`config.mk`:
```
export PLATFORM = sky130hd
export DESIGN_NAME = squash_unit_l1
export DESIGN_NICKNAME = d
export VERILOG_FILES = /design/src/rtl/squash_unit_l1.sv
export SDC_FILE = /design/constraint.sdc
export NUM_CORES = 1
export LEC_CHECK = 0
export CORE_MARGIN = 2
export CORE_UTILIZATION = 27
export CTS_BUF_LIST = sky130_fd_sc_hd__clkbuf_4 sky130_fd_sc_hd__clkbuf_8
export CTS_CLUSTER_SIZE = 12
export DETAILED_ROUTE_END_ITERATION = 7
export PLACE_DENSITY = 0.89
export SYNTH_ARGS = -nofsm -noshare
export SYNTH_HDL_FRONTEND = slang
export SYNTH_SLANG_ARGS = --single-unit
```
`constraint.sdc`:
```
create_clock -name clk -period 9.5 [get_ports clk]
set_clock_uncertainty 0.1 [all_clocks]
set_input_delay 1.9 -clock clk [delete_from_list [all_inputs] [get_ports clk]]
set_output_delay 1.9 -clock clk [all_outputs]
set_load 0.05 [all_outputs]
```
`src/rtl/squash_unit_l1.sv`:
```
// Level-1 squash arbiter: forwards the squash of the oldest in-flight instruction,
// judging age by wrap-around sequence number relative to the commit stream.
module squash_unit_l1 #(
   parameter int p_num_arb      = 2,
   parameter int p_seq_num_bits = 5
) (
   input  logic                                  clk,
   input  logic                                  rst,
   input  logic [p_num_arb-1:0]                  arb_val,
   input  logic [p_num_arb*p_seq_num_bits-1:0]   arb_seq_num,
   input  logic [p_num_arb*32-1:0]               arb_target,
   output logic                                  gnt_val,
   output logic [p_seq_num_bits-1:0]             gnt_seq_num,
   output logic [31:0]                           gnt_target,
   input  logic                                  commit_val,
   input  logic [p_seq_num_bits-1:0]             commit_seq_num,
   input  logic [31:0]                           commit_pc,
   input  logic [4:0]                            commit_waddr,
   input  logic [31:0]                           commit_wdata,
   input  logic                                  commit_wen
);

   localparam int W = p_seq_num_bits;

   // Oldest possibly in-flight sequence number; ages are measured from here.
   logic [W-1:0] seq_ref;

   // Commit-side fields other than the sequence number carry no age information.
   logic unused_commit;
   assign unused_commit = ^{commit_pc, commit_waddr, commit_wdata, commit_wen};

   // NOTE: non-blocking assignment so every reader sees the pre-edge value of seq_ref.
   always_ff @(posedge clk or negedge rst) begin
      if (!rst) begin
         seq_ref <= '0;
      end else if (commit_val) begin
         seq_ref <= commit_seq_num + 1'b1;
      end
   end

   logic          best_found;
   logic [W-1:0]  best_age;
   logic [W-1:0]  best_seq;
   logic [31:0]   best_tgt;
   logic [W-1:0]  cand_seq;
   logic [W-1:0]  cand_age;

   // Linear scan; strict less-than keeps the lowest index on equal ages.
   always_comb begin
      // NOTE: every variable gets a default first so no path can infer a latch.
      best_found = 1'b0;
      best_age   = '0;
      best_seq   = '0;
      best_tgt   = '0;
      cand_seq   = '0;
      cand_age   = '0;
      for (int i = 0; i < p_num_arb; i++) begin
         cand_seq = arb_seq_num[i*W +: W];
         cand_age = cand_seq - seq_ref;
         if (arb_val[i] && (!best_found || (cand_age < best_age))) begin
            best_found = 1'b1;
            best_age   = cand_age;
            best_seq   = cand_seq;
            best_tgt   = arb_target[i*32 +: 32];
         end
      end
   end

   assign gnt_val     = |arb_val;
   assign gnt_seq_num = best_seq;
   assign gnt_target  = best_tgt;

   // Fixed-width grant string "ss:tttttttt"; blanks when idle, reference appended at level>1.
   function automatic string trace(input int level);
      string s;
      if (level <= 0) return "";
      if (gnt_val) s = $sformatf("%2d:%08h", gnt_seq_num, gnt_target);
      else         s = $sformatf("%11s", "");
      if (level > 1) s = {s, $sformatf(" r=%2d", seq_ref)};
      return s;
   endfunction

endmodule

```
======== Word level (Yosys, flattened, before mapping) ========
Cells that the tools add are included.
operators by class
  add/subtract/negate cells ............... 3
  order comparisons ....................... 1
  mux-type cells .......................... 6
  reductions and logical operators ........ 4
operators by type and width
  operator               number
  $mux W32               2
  $mux W5                3
  $sub A5 B5 Y5          2
  $add A5 B1 Y5 const B  1
  $lt A5 B5 Y1           1
  $reduce_or A2 Y1       1
  $logic_and A1 B1 Y1    1
  $logic_not A1 Y1       1
  $logic_or A1 B1 Y1     1
  $mux W1                1
storage, ports and cells
  bits in registers ....................... 5
  bits of input ports ..................... 154
  output and inout port bits .............. 38
  word-level logic and storage cells ...... 15

======== Logic depth before layout (Yosys ltp) ========
Gate-level depths: netlist of run 1.
  depth in word-level cells ............... 6
  depth in mapped cells ................... 14
  mapped depth without buffers ............ 13

======== Worst setup path after synthesis of run 1 ========
No wires, ideal clock.
  path type ............................... input port to output port
  start point ............................. input port arb_seq_num[0]
  end point ............................... output port gnt_seq_num[0]
  data arrival time ....................... 4.852 ns
  data required time ...................... 7.500 ns
  setup slack ............................. 2.648 ns
  cell stages on the path ................. 13
  path buffers ............................ 0
  cells stage by stage .................... inv_1 -> ha_1 -> inv_1 -> fa_1 -> a21o_1 -> a21oi_1 -> xnor2_1 -> nand2_1 -> ha_1 -> a211oi_1 -> nand2_1 -> o21ai_4 -> mux2i_1
between the ends
  word-level cells in the longest chain between the ends .. 6
  elaborated cells between the ends (all ways) .. 7
  those cells by class .................... 1 x add/sub; 1 x order compare; 3 x mux; 2 x reduce/logical
RTL lines
  item                 RTL line  source
  start, declared      10        input logic [p_num_arb*p_seq_num_bits-1:0] arb_seq_num,
  $sub A5 B5 Y5        59        cand_age = cand_seq - seq_ref;
  $mux W5              60        if (arb_val[i] && (!best_found || (cand_age < best_age))) begin
  $lt A5 B5 Y1         60
  $logic_or A1 B1 Y1   60
  $logic_and A1 B1 Y1  60
  $mux W5 *            60
  end, declared        13        output logic [p_seq_num_bits-1:0] gnt_seq_num,
Every way passes the cells marked *; elsewhere a longest branch is shown, timed or not.

======== Worst setup path in the final report of run 1 ========
  start point ............................. input port arb_seq_num[0]
  end point ............................... output port gnt_target[2]
between the ends
  word-level cells in the longest chain between the ends .. 6
RTL lines
  item                 RTL line  source
  $sub A5 B5 Y5        59
  $mux W5              60
  $lt A5 B5 Y1         60
  $logic_or A1 B1 Y1   60
  $logic_and A1 B1 Y1  60
  $mux W32             60
  end, declared        14        output logic [31:0] gnt_target,
Every way passes these cells.

==> results.md, run 1 <==
- The tree built by TritonCTS fans out to 5 sinks.
- The worst pin sits at a relative slew slack of between 20 and 30%.
- For this run, the detailed router's first-pass iteration total came to 4.
- The power per standard cell area is approximately 200 nW/um^2.
- The number of antenna diodes is 0.
- The max-cap check violation count is 0.
- Dividing the detail-routed wire length by the instance count gives 15.0 um.
- The type of destination of the critical path is a primary output.
- The xor/xnor share of the synthesized area is about 6.4%.
- By area, the combinational part of the netlist is dominated by compound AO/OA/AOI/OAI gates.
- The total leakage power is 1.00 nW.
- The mapped cell area is roughly 1400 um^2.
- The root buffer cell chosen for the clock tree is clkbuf_8.
- The via count of the first global-routing pass is approximately 1,700.
- Setup slack on the critical path of the routed design comes to 1.17 ns.
- In this run the cell area measured after placement is approximately 2600 um^2.
- The overall fraction of global-route tracks in use is roughly 17%.
- Data arrives at the worst endpoint at around 6.3 ns.
- The pin count of the biggest net entering global routing is 36.
- The category of the worst setup path launch point is an input pin.
- Routability-driven placement finished with a final weighted congestion of 0.719.
- Leaving out fill and tap cells, the most frequent cell in the layout is clkdlybuf4s50_1.
- The simple-gate share of the synthesized area is between 10% and 20%.
- The tightest min-delay check is of the flip-flop to flip-flop type.
- Summed over all instances, the cell type with the most area after synthesis is o2bb2ai_2.
- The sequential area share after synthesis is a little under a tenth.
- For this run, the post-layout net count is approximately 450.
- In this run the mean area of a mapped cell was approximately 8.4 um^2.
- The register with the most flip-flops in the layout has 5 of them.
- The count of port buffers added during placement is about 120.
- The horizontal extent of the die is ~75 um.
- CTS built an H-tree with a depth of 1.
- Setup violations remaining at the end of the flow were counted as 0.
- The initialized floorplan defines 26 standard-cell rows.
- The insertion delay to the later sink of the worst-skew pair is 0.23 ns.
- The multiplexer area fraction after synthesis is under 10%.
- The remaining antenna violation count after routing is 0.
- The share of final-layout standard cells stronger than drive strength 1 is 11.2%.
- In the layout the commonest cells are clkdlybuf4s50_1 (121), nand3_1 (37), o2bb2ai_2 (20), o2bb2ai_1 (15), ha_1 (13).
- The area growth from synthesis to layout is 93.6%.
- For this run, the slowest stage of the critical path takes between 0.8 and 0.9 ns.
- The placed wire-length estimate is 4.06 mm.
- The number of antenna violations at the first check in global routing is 0.
- In this run, synthesis produced a sequential element count of 5.
- The cell area after layout is ~2700 um^2.
- The synthesis warning total is 0.
- The maximum buffer depth of the clock tree is 2.
- The boundary pin count is approximately 190.
- Cells fill 53.3% of the core in the end.
- The run finished with clean final reports.
- The final hold violation count came to 0.
- Synthesis instantiated 29 different standard cells from the library.
- TritonCTS built the clock tree.
- The routed layout has ~1,700 vias.
- The maximum frequency from static timing analysis is about 120 MHz.
- The cell with the biggest individual delay on the critical path is clkdlybuf4s50_1.
- In the routed design, unresolved DRC markers number 0.
- The region available for standard cell placement spans around 5000 um^2.
- The final setup TNS is 0 ns.
- The share of the synthesized area in the top cell type is 21.8%.
- The transition time at the pin with the least slew margin is 1.08 ns.
- Hold repair after CTS inserted 0 buffers.
- Buffers added to address setup during post-CTS repair amount to 0.
- The die is 75.5 um tall.
- In this run, CTS created clock tree buffers numbering 3.
- For this configuration, the core starts out at a cell density of between 20% and 30%.
- The first global-routing pass estimated 7.55 mm of wire.
- The worst setup path is of the input pin to primary output kind.
- Ranked by total cell area, the synthesized netlist is headed by o2bb2ai_2 (22%), nand3_1 (13%), ha_1 (12%), o2bb2ai_1 (9.5%), dfrtp_1 (9.1%).
- The endpoint required time on the critical path is approximately 7.5 ns.
- The shortest clock period the worst path allows after layout is roughly 8.3 ns.
- In this run the worst path has a maximum fanout of 19.
- The register containing the most flip-flops in the final layout is seq_ref.
- The total overflow reported by the global router is 0.
- The via-per-instance ratio is 5.02.
- Together, buffers and inverters on the worst path number 5.
- The post-synthesis adder-cell area fraction is roughly 15%.
- The final wirelength is around 5.2 mm.
- Clock-pin slew was measured on the worst setup and hold paths at roughly 0.030 ns.
- The post-synthesis instance total is 164.
- The largest registers in the layout are seq_ref: 5 flops.
- The count of final max-slew check failures is 0.
- The number of DRC markers in iteration 0 is 40.
- The kind of cell adding the most delay to the critical path is buffers and inverters.
- Walking the worst path, the cells encountered are clkdlybuf4s50_1, inv_1, ha_1, inv_1, fa_1, a21o_1, a21oi_1, xnor2_1, nand2_1, ha_1, a211oi_1, nand2_1, o21ai_4, buf_4, o2bb2ai_1, clkdlybuf4s50_1.
- Setup repair after global routing left no endpoint under its margin.
- Dividing the final minimum period by the clock period gives 87.7%.
- The post-place setup slack is ~1.1 ns.
- The synthesized net count is between 300 and 400.
- Gates resized during post-CTS repair numbered 0.
- IR analysis of the VDD net gives a maximum drop of 0.105 mV.
- The area of the die is 5690 um^2.
- The post-synthesis compound-gate area fraction is approximately 39%.
## where the power goes
group,internal [mW],switching [mW]
sequential,0.0238,0.00173
clock,0.0318,0.0123
combinational,0.176,0.301
total,0.231,0.315
## synth_stat cells
cell type,instances
nor2b_1,1
nand3b_1,1
o21ai_0,3
o211ai_1,1
ha_1,13
fa_1,2
buf_2,5
nand3_2,1
buf_6,2
a21o_1,3
o2bb2ai_1,15
a211oi_1,1
nand3_1,37
nor3_1,1
nor2_2,1
o2bb2ai_2,20
dfrtp_1,5
o21ai_4,1
o21a_1,1
a21oi_1,7
buf_4,2
mux2i_1,3
inv_1,9
or2_2,1
nor2_1,4
xor2_1,4
xnor2_1,6
clkbuf_1,6
nand2_1,8
## stage by stage
| step | hold WS [ns] | std cells | total power [mW] |
|---|---|---|---|
| final | 0.449 | 347 | 0.547 |
| after global routing | 0.487 | 347 | 0.575 |
| after CTS | 0.461 | 347 | 0.552 |
| after detailed placement | 0.453 | 343 | 0.505 |
| after global placement | 0.410 | 343 | 0.497 |
| after floorplan | 0.395 | 164 | 0.353 |
## worst min-delay path: stages (launching register included)
cell and delay, ns:
dfrtp_1 0.33, nor2_1 0.05, a21oi_1 0.12
## layer usage
metal / GRT usage [%] / share of wire, % / wire length (um)
met1: 17.4 / 39 / 2020
met2: 33.9 / 52 / 2710
met3: 2.78 / 8.4 / 437
met4: 7.02 / 1.1 / 57
met5: 0 / 0 / 0
## layout make-up
cell class	count	area, um^2
multi-input combinational	135	1140
fill	495	2340
sequential	5	125
timing repair buffer	124	1230
clock buffer	4	48.8
tap	70	87.6
inverter	9	33.8
## final timing paths
path / slack, ns / endpoint / from / depth (start not counted)
max: 1.17 / gnt_target[2] / arb_seq_num[0] / 16
min: 0.45 / seq_ref[2]$_DFFE_PN0P_ / seq_ref[2]$_DFFE_PN0P_ / 2
max reg2reg: 8.62 / seq_ref[1]$_DFFE_PN0P_ / seq_ref[1]$_DFFE_PN0P_ / 2
min reg2reg: 0.45 / seq_ref[2]$_DFFE_PN0P_ / seq_ref[2]$_DFFE_PN0P_ / 2
max in group asynchronous: 7.30 / seq_ref[0]$_DFFE_PN0P_ / rst / 1
min in group asynchronous: 1.80 / seq_ref[4]$_DFFE_PN0P_ / rst / 1
## cells by family (layout without fill, tap and decap cells)
kind of cell	after synthesis	after routing
flip-flops	5	5
AND/OR/NAND/NOR	55	55
multiplexers	3	3
AO/OA/AOI/OAI	52	52
adder cells (fa/ha/maj)	15	15
buffers and inverters	24	137
XOR/XNOR	10	10
(Power assumes the default switching activity.)
==> inputs of run 2 (changes only) <==
- CORE_AREA: default -> 2 2 75 77
- CORE_MARGIN: 2 -> default
- CORE_UTILIZATION: 27 -> default
- CTS_CLUSTER_SIZE: 12 -> 30
- DIE_AREA: default -> 0 0 77 79
- PLACE_DENSITY: 0.89 -> 0.86
==> run 2 against run 1 <==
Against the previous run:
- register-to-register slack is essentially flat
- combinational power grew 2%
- clock power is 5.9% lower
- sequential power is essentially flat
- cell area up 0.38%
- worst setup slack gained 0.30 ns
- critical path depth decreased by 1
- first-iteration DRC count increased by 18%
- clock-buffer cell count stayed put
- critical path type unchanged
- critical endpoint is now gnt_target[22]
- largest power group unchanged
==> results.md, run 2 (same netlist as run 1, synthesis figures left out) <==
- The maximum ir drop on the vdd rail is between 0.08 and 0.09 mV.
- The power per standard cell area is around 210 nW/um^2.
- The number of DRC markers in iteration 0 is 47.
- The path class of the lowest-slack min-delay path is flip-flop to flip-flop.
- After clock tree synthesis, the clock-pin slew on the worst setup and hold paths is approximately 0.030 ns.
- Net switching is between 50% and 60% of the power.
- The category of the worst setup path launch point is an input pin.
- The post-detailed-route DRC marker count is 0.
- Across every metal layer, demand over resource in global routing totals 17.8%.
- The quantity of gates resized following cts is 0.
- The floorplan has 27 rows.
- Combinational logic is responsible for about 88% of the overall power.
- The max-cap check violation count is 0.
- The number of antenna violations at the first check in global routing came to 0.
- The largest registers in the layout are seq_ref: 5 flops.
- The number of antenna diodes is 0.
- The effective utilization at floorplan is between 20 and 30%.
- The average wire length per cell after detail routing is approximately 16 um.
- The library cell used most frequently in the layout, excluding fill and tap cells, is clkdlybuf4s50_1.
- For the worst flop-to-flop path, the logic depth is 2.
- The count of final setup violators is 0.
- The internal power consumption is approximately 230 uW.
- Summed over all layers, the routed wires come to 5.59 mm.
- The area of the die is 6080 um^2.
- Setup repair after global routing left no endpoint under its margin.
- The worst path needs approximately 8.0 ns of the cycle, external delays included.
- The number of optimization iterations in the first detailed-route pass is 4.
- After legalization and detailed placement, the total HPWL measured 4.57 mm.
- Entering global routing, the biggest net connects 45 pins.
- STA classifies the critical path endpoint as a primary output.
- Traced cell by cell, the critical path runs through clkdlybuf4s50_1, inv_1, ha_1, inv_1, fa_1, a21o_1, a21oi_1, xnor2_1, nand2_1, ha_1, a211oi_1, nand2_1, nor2_4, o2bb2ai_1, clkdlybuf4s50_1.
- The slowest stage of the critical path belongs to the cell nor2_4.
- No sink is reached through more buffers than the 2 on the longest clock path.
- For this design the top-level I/O count stands at about 190.
- The clock network accounts for between 7 and 8% of the total power.
- The root buffer selected by CTS is clkbuf_8.
- seq_ref holds more flip-flops than any other register.
- After global routing the overflow that remains totals 0.
- The transition time at the pin with the least slew margin is approximately 1.0 ns.
- The sink count of the clock tree is 5.
- The total power of the final layout is around 550 uW.
- The total leakage power is roughly 1.0 nW.
- The via count of the first global-routing pass was ~1,800.
- Clock tree synthesis inserted a total of 3 buffers.
- After detailed routing, the number of vias per cell comes to roughly 5.
- The routability-driven placement congestion ratio is 0.808.
- The final hold violation count is 0.
- Sequential cells burn approximately 4.6% of the power.
- For this design the total switching power over the nets is about 320 uW.
- For this design, the CTS-stage hold fixing added 0 buffers.
- The net count of the finished layout is 448.
- The reg-to-reg critical path startpoint is seq_ref[1]$_DFFE_PN0P_.
- The first global-routing pass estimated ~8.7 mm of wire.
- In this run the vertical extent of the chip is 79 um.
- The worst setup path startpoint is arb_seq_num[0].
- For the worst-skew pair, the clock arrives at the later sink with an insertion delay of approximately 0.22 ns.
- In this design, the stage delay of the slowest critical-path cell is slightly above 0.8 ns.
- Data arrives at the worst endpoint at around 6 ns.
- STA puts the critical path data required time at 7.50 ns.
- The CTS tree is done.
- The number of setup buffers added after CTS is 0.
- The register with the most flip-flops in the layout has 5 of them.
- The count of port buffers added during placement is approximately 120.
- CTS built an H-tree with a depth of 1.
- The floorplan step defined a core boundary enclosing 5340 um^2.
- The highest fanout seen on the critical path is 35.
- The flow ran to the end, and the final reports show no timing, DRC or antenna violations.
- The worst register-to-register path ends at seq_ref[1]$_DFFE_PN0P_.
- The path type of the worst setup path is input pin to primary output.
- Cells with a size suffix above 1 make up about 12% of the layout.
- The die is 77 um wide.
- The capture point of the critical path is gnt_target[22].
- The area growth from synthesis to layout is 94.3%.
- The relative slew slack is slightly above 30%.
- Cells fill 50.2% of the core in the end.
- The remaining antenna violation count after routing is 0.
- The final clock period utilization by the worst path is around 85%.
- Static timing analysis puts the maximum clock frequency at roughly 120 MHz.
- In the layout the commonest cells are clkdlybuf4s50_1 (121), nand3_1 (37), o2bb2ai_2 (20), o2bb2ai_1 (15), ha_1 (13).
- For the final routed database, the setup TNS stands at 0 ns.
- The reg2reg setup slack is ~8.6 ns.
- The overall via count from detail_route is ~1,700.
- The count of final max-slew check failures is 0.
-- run 2: cell types whose count changed in the layout (fill, tap and decap cells not counted) --
cell | before | now
buf_4 | 3 | 4
-- run 2: how the worst min path moves through the flow --
stage | endpoint | slack, ns | startpoint | cells after the start
2_1_floorplan | seq_ref[2]$_DFFE_PN0P_ | 0.40 | seq_ref[2]$_DFFE_PN0P_ | 2
3_3_place_gp | seq_ref[2]$_DFFE_PN0P_ | 0.41 | seq_ref[2]$_DFFE_PN0P_ | 2
3_5_place_dp | seq_ref[2]$_DFFE_PN0P_ | 0.42 | seq_ref[2]$_DFFE_PN0P_ | 2
4_1_cts | seq_ref[3]$_DFFE_PN0P_ | 0.44 | seq_ref[3]$_DFFE_PN0P_ | 2
5_1_grt | seq_ref[3]$_DFFE_PN0P_ | 0.47 | seq_ref[3]$_DFFE_PN0P_ | 2
6_report | seq_ref[2]$_DFFE_PN0P_ | 0.43 | seq_ref[2]$_DFFE_PN0P_ | 2
-- run 2: through the flow --
stage	cells	area (um^2)	hold WS [ns]	worst slack, ns
after CTS	350	2680	0.437	1.40
final	350	2680	0.434	1.47
after global placement	346	2630	0.411	1.47
after detailed placement	346	2630	0.423	1.42
after floorplan	164	1380	0.395	2.65
after global routing	350	2680	0.473	1.07
-- run 2: final cells by class --
| cell class | count | area (um^2) |
|---|---|---|
| timing repair buffer | 125 | 1240 |
| fill | 513 | 2660 |
| sequential | 5 | 125 |
| inverter | 9 | 33.8 |
| clock buffer | 4 | 48.8 |
| tap | 72 | 90.1 |
| multi-input combinational | 135 | 1140 |
-- run 2: critical path: cells and delay by family --
family                     cells  cell delay [ns]
AOI/OAI and AO/OA              4             0.76
adders and majority gates      3             0.89
buffers and inverters          4             1.29
xor gates and xnor gates       1             0.13
and+or+nand+nor                3             1.04
-- run 2: power groups by stage --
stage / sequential (mW) / combinational, mW / clock [mW]
after global placement: 0.0255 / 0.483 / 0
final: 0.0255 / 0.485 / 0.0415
after global routing: 0.0258 / 0.514 / 0.0441
after CTS: 0.0255 / 0.490 / 0.0428
after floorplan: 0.0253 / 0.328 / 0
after detailed placement: 0.0257 / 0.488 / 0
-- run 2: metal layers --
metal | share of wire (%) | up-vias | track usage (%)
met5 | 0 | - | 0
met4 | 0 | 0 | 2.68
met3 | 17 | 0 | 11.1
met2 | 45 | 81 | 30.1
met1 | 39 | 773 | 19.5
li1 | - | 849 | -
==> inputs of run 3 (changes only) <==
- CORE_AREA: 2 2 75 77 -> default
- CORE_MARGIN: default -> 1
- CORE_UTILIZATION: default -> 25
- DIE_AREA: 0 0 77 79 -> default
- PLACE_DENSITY: 0.86 -> 0.83
- clock period: 9.5 -> 7.8 ns (I/O delays scaled with it)
==> run 3 against run 2 <==
Against the previous run:
- core utilization up 1.1 points
- non-clock buffer count is the same
- via count down 0.88%
- final cell count down 0.57%
- largest cell class unchanged
- worst setup slack lost 0.44 ns
==> results.md, run 3 (same netlist as run 1, synthesis figures left out) <==
- The average wire length per cell after detail routing is around 15 um.
- The initial utilization of the core area, before any placement, comes to roughly a quarter.
- The register containing the most flip-flops in the final layout is seq_ref.
- The post-detailed-route DRC marker count is 0.
- Across all layers, the routed design uses 1,688 vias.
- The total leakage power is ~1.1 nW.
- The path class of the lowest-slack min-delay path is flip-flop to flip-flop.
- The number of antenna diodes in the final layout is 0.
- TritonCTS built the clock tree.
- Summed over all failing endpoints, the final setup total negative slack is 0 ns.
- The worst setup margin is just over 1 ns.
- Routability-driven placement finished with a final weighted congestion of just over 0.7.
- CTS built an H-tree with a depth of 1.
- The number of antenna violations at the first check in global routing is 0.
- The first-pass GRT wire length is about 8.3 mm.
- The vertical die dimension is roughly 76 um.
- The count of final max-slew check failures is 0.
- Setup repair after global routing left no endpoint under its margin.
- The area occupied by multi-input gates is ~1100 um^2.
- Once detail routing completed, the nets flagged for antenna violations numbered 0.
- Across the VDD grid, the largest voltage drop is between 0.1 and 0.15 mV.
- The number of flip-flops under the largest register name is 5.
- The quantity of gates resized following cts is 0.
- The largest stage delay on the critical path is roughly 0.45 ns.
- The sink count of the clock tree is 5.
- The signal on the critical path passes through clkdlybuf4s50_1, inv_1, ha_1, inv_1, fa_1, a21o_1, a21oi_1, xnor2_1, nand2_1, ha_1, a211oi_1, nand2_1, o21ai_4, buf_4, o2bb2ai_1, buf_12.
- The run finished with clean final reports.
- On the critical path, the stage with the largest delay is an instance of buf_4.
- The final layout contains approximately 450 nets.
- Across the whole layout, storage elements account for 125 um^2.
- The total overflow reported by the global router is 0.
- The number of placement rows is 26.
- The number of setup buffers added after CTS is 0.
- The count of buffers added on input and output ports is around 120.
- Entering global routing, the biggest net connects 36 pins.
- The boundary pin count is between 150 and 200.
- The area of the die is 5820 um^2.
- The via-per-instance ratio is approximately 4.9.
- Global routing consumed, over all layers together, about 18% of the routing resources.
- Compared with the post-synthesis result, the final layout area differs by 93.7%.
- The completed layout was analyzed and its total power is about 680 uW.
- Derived from the worst setup path, the maximum achievable clock frequency is 148 MHz.
- The placed wire-length estimate is between 4 and 5 mm.
- The clock-pin slew reported for the worst setup and hold paths after clock tree synthesis is 0.03 ns.
- Setup violations remaining at the end of the flow were counted as 0.
- The worst path in the final design needs a cycle of ~6.8 ns, including I/O delays and setup.
- The via count of the first global-routing pass is about 1,700.
- Cells with a size suffix above 1 make up around 25% of the layout.
- In this run the worst path has a maximum fanout of 32.
- The number of fill cells is between 400 and 500.
- The transition time at the pin with the least slew margin is ~0.65 ns.
- The library cell used most frequently in the layout, excluding fill and tap cells, is clkdlybuf4s50_1.
- The final critical path takes up ~87% of the cycle.
- At the worst endpoint, the arrival time is just over 5 ns.
- The type of destination of the critical path is a primary output.
- For this block, the initial DRC count from the detailed router was 25.
- The library cells used most frequently in the layout, excluding fill and tap cells, are clkdlybuf4s50_1 (84), nand3_1 (37), buf_4 (34), o2bb2ai_2 (20), o2bb2ai_1 (15).
- The number of hold-repair buffers added at the cts stage is 0.
- The core region is 5200 um^2.
- In this run the tightest slew margin relative to its limit is 56.5%.
- The power per standard cell area is about 250 nW/um^2.
- OpenSTA, run right after detailed placement, puts the worst setup slack at slightly below 1 ns.
- The path type of the worst setup path is input pin to primary output.
- The largest registers in the layout are seq_ref: 5 flops.
- Across the run, the number of max-cap violations was 0.
- The final wirelength is just over 5 mm.
- The endpoint required time on the critical path is roughly 6 ns.
- The number of optimization iterations in the first detailed-route pass is 4.
- The category of the worst setup path launch point is an input pin.
- The final hold violation count is 0.
- At the later pin of the worst-skew pair, clock insertion delay measures between 0.2 and 0.25 ns.
- The maximum buffer depth of the clock tree is 2.
- Clock tree synthesis inserted a total of 3 buffers.
- Clock tree synthesis selected as its root buffer the cell clkbuf_8.
- Measured along the x axis, the die boundary spans around 76 um.
run 3: cell types whose count changed in the layout (fill, tap and decap cells not counted):
cell,change
buf_4,+30
buf_12,+7
clkdlybuf4s50_1,-37
run 3: worst max-delay path, delay by kind of cell:
kind | cells | cell delay, ns
buffers and inverters | 5 | 1.18
AOI/OAI and AO/OA | 5 | 1.11
adders and majority gates | 3 | 0.87
and+or+nand+nor | 2 | 0.23
xor gates and xnor gates | 1 | 0.13
run 3: layout make-up:
class | instances | share of cell area [%]
Timing Repair Buffer | 125 | 46.3
Multi-Input combinational cell | 135 | 42.7
Sequential cell | 5 | 4.68
Tap cell | 70 | 3.28
Clock buffer | 4 | 1.83
Inverter | 9 | 1.26
run 3: worst paths after layout:
check,from,to,slack [ns],cells after the start
min,seq_ref[2]$_DFFE_PN0P_,seq_ref[2]$_DFFE_PN0P_,0.46,2
max,arb_seq_num[0],gnt_target[0],1.03,16
max in group asynchronous,rst,seq_ref[3]$_DFFE_PN0P_,5.93,1
max reg2reg,seq_ref[1]$_DFFE_PN0P_,seq_ref[1]$_DFFE_PN0P_,6.92,2
min in group asynchronous,rst,seq_ref[1]$_DFFE_PN0P_,1.47,1
min reg2reg,seq_ref[2]$_DFFE_PN0P_,seq_ref[2]$_DFFE_PN0P_,0.46,2
run 3: metrics by stage:
step / util [%] / hold WS [ns] / instance area (um^2) / instances
after global routing: 51.3 / 0.502 / 2670 / 348
after detailed placement: 50.4 / 0.459 / 2620 / 344
after CTS: 51.3 / 0.466 / 2670 / 348
after floorplan: - / 0.395 / 1380 / 164
final: 51.3 / 0.462 / 2670 / 348
after global placement: 50.4 / 0.412 / 2620 / 344
run 3: metal layers:
layer	share of wire [%]	vias to the layer above	track usage [%]
met5	0	-	0
met4	0.67	0	3.85
met3	7.0	3	2.99
met2	51	75	34.4
met1	41	764	19.4
li1	-	846	-
run 3: power breakdown:
part,total (mW),internal [mW],switching (mW)
logic,0.593,0.220,0.373
registers,0.0310,0.0290,0.00202
clock network,0.0526,0.0386,0.0140
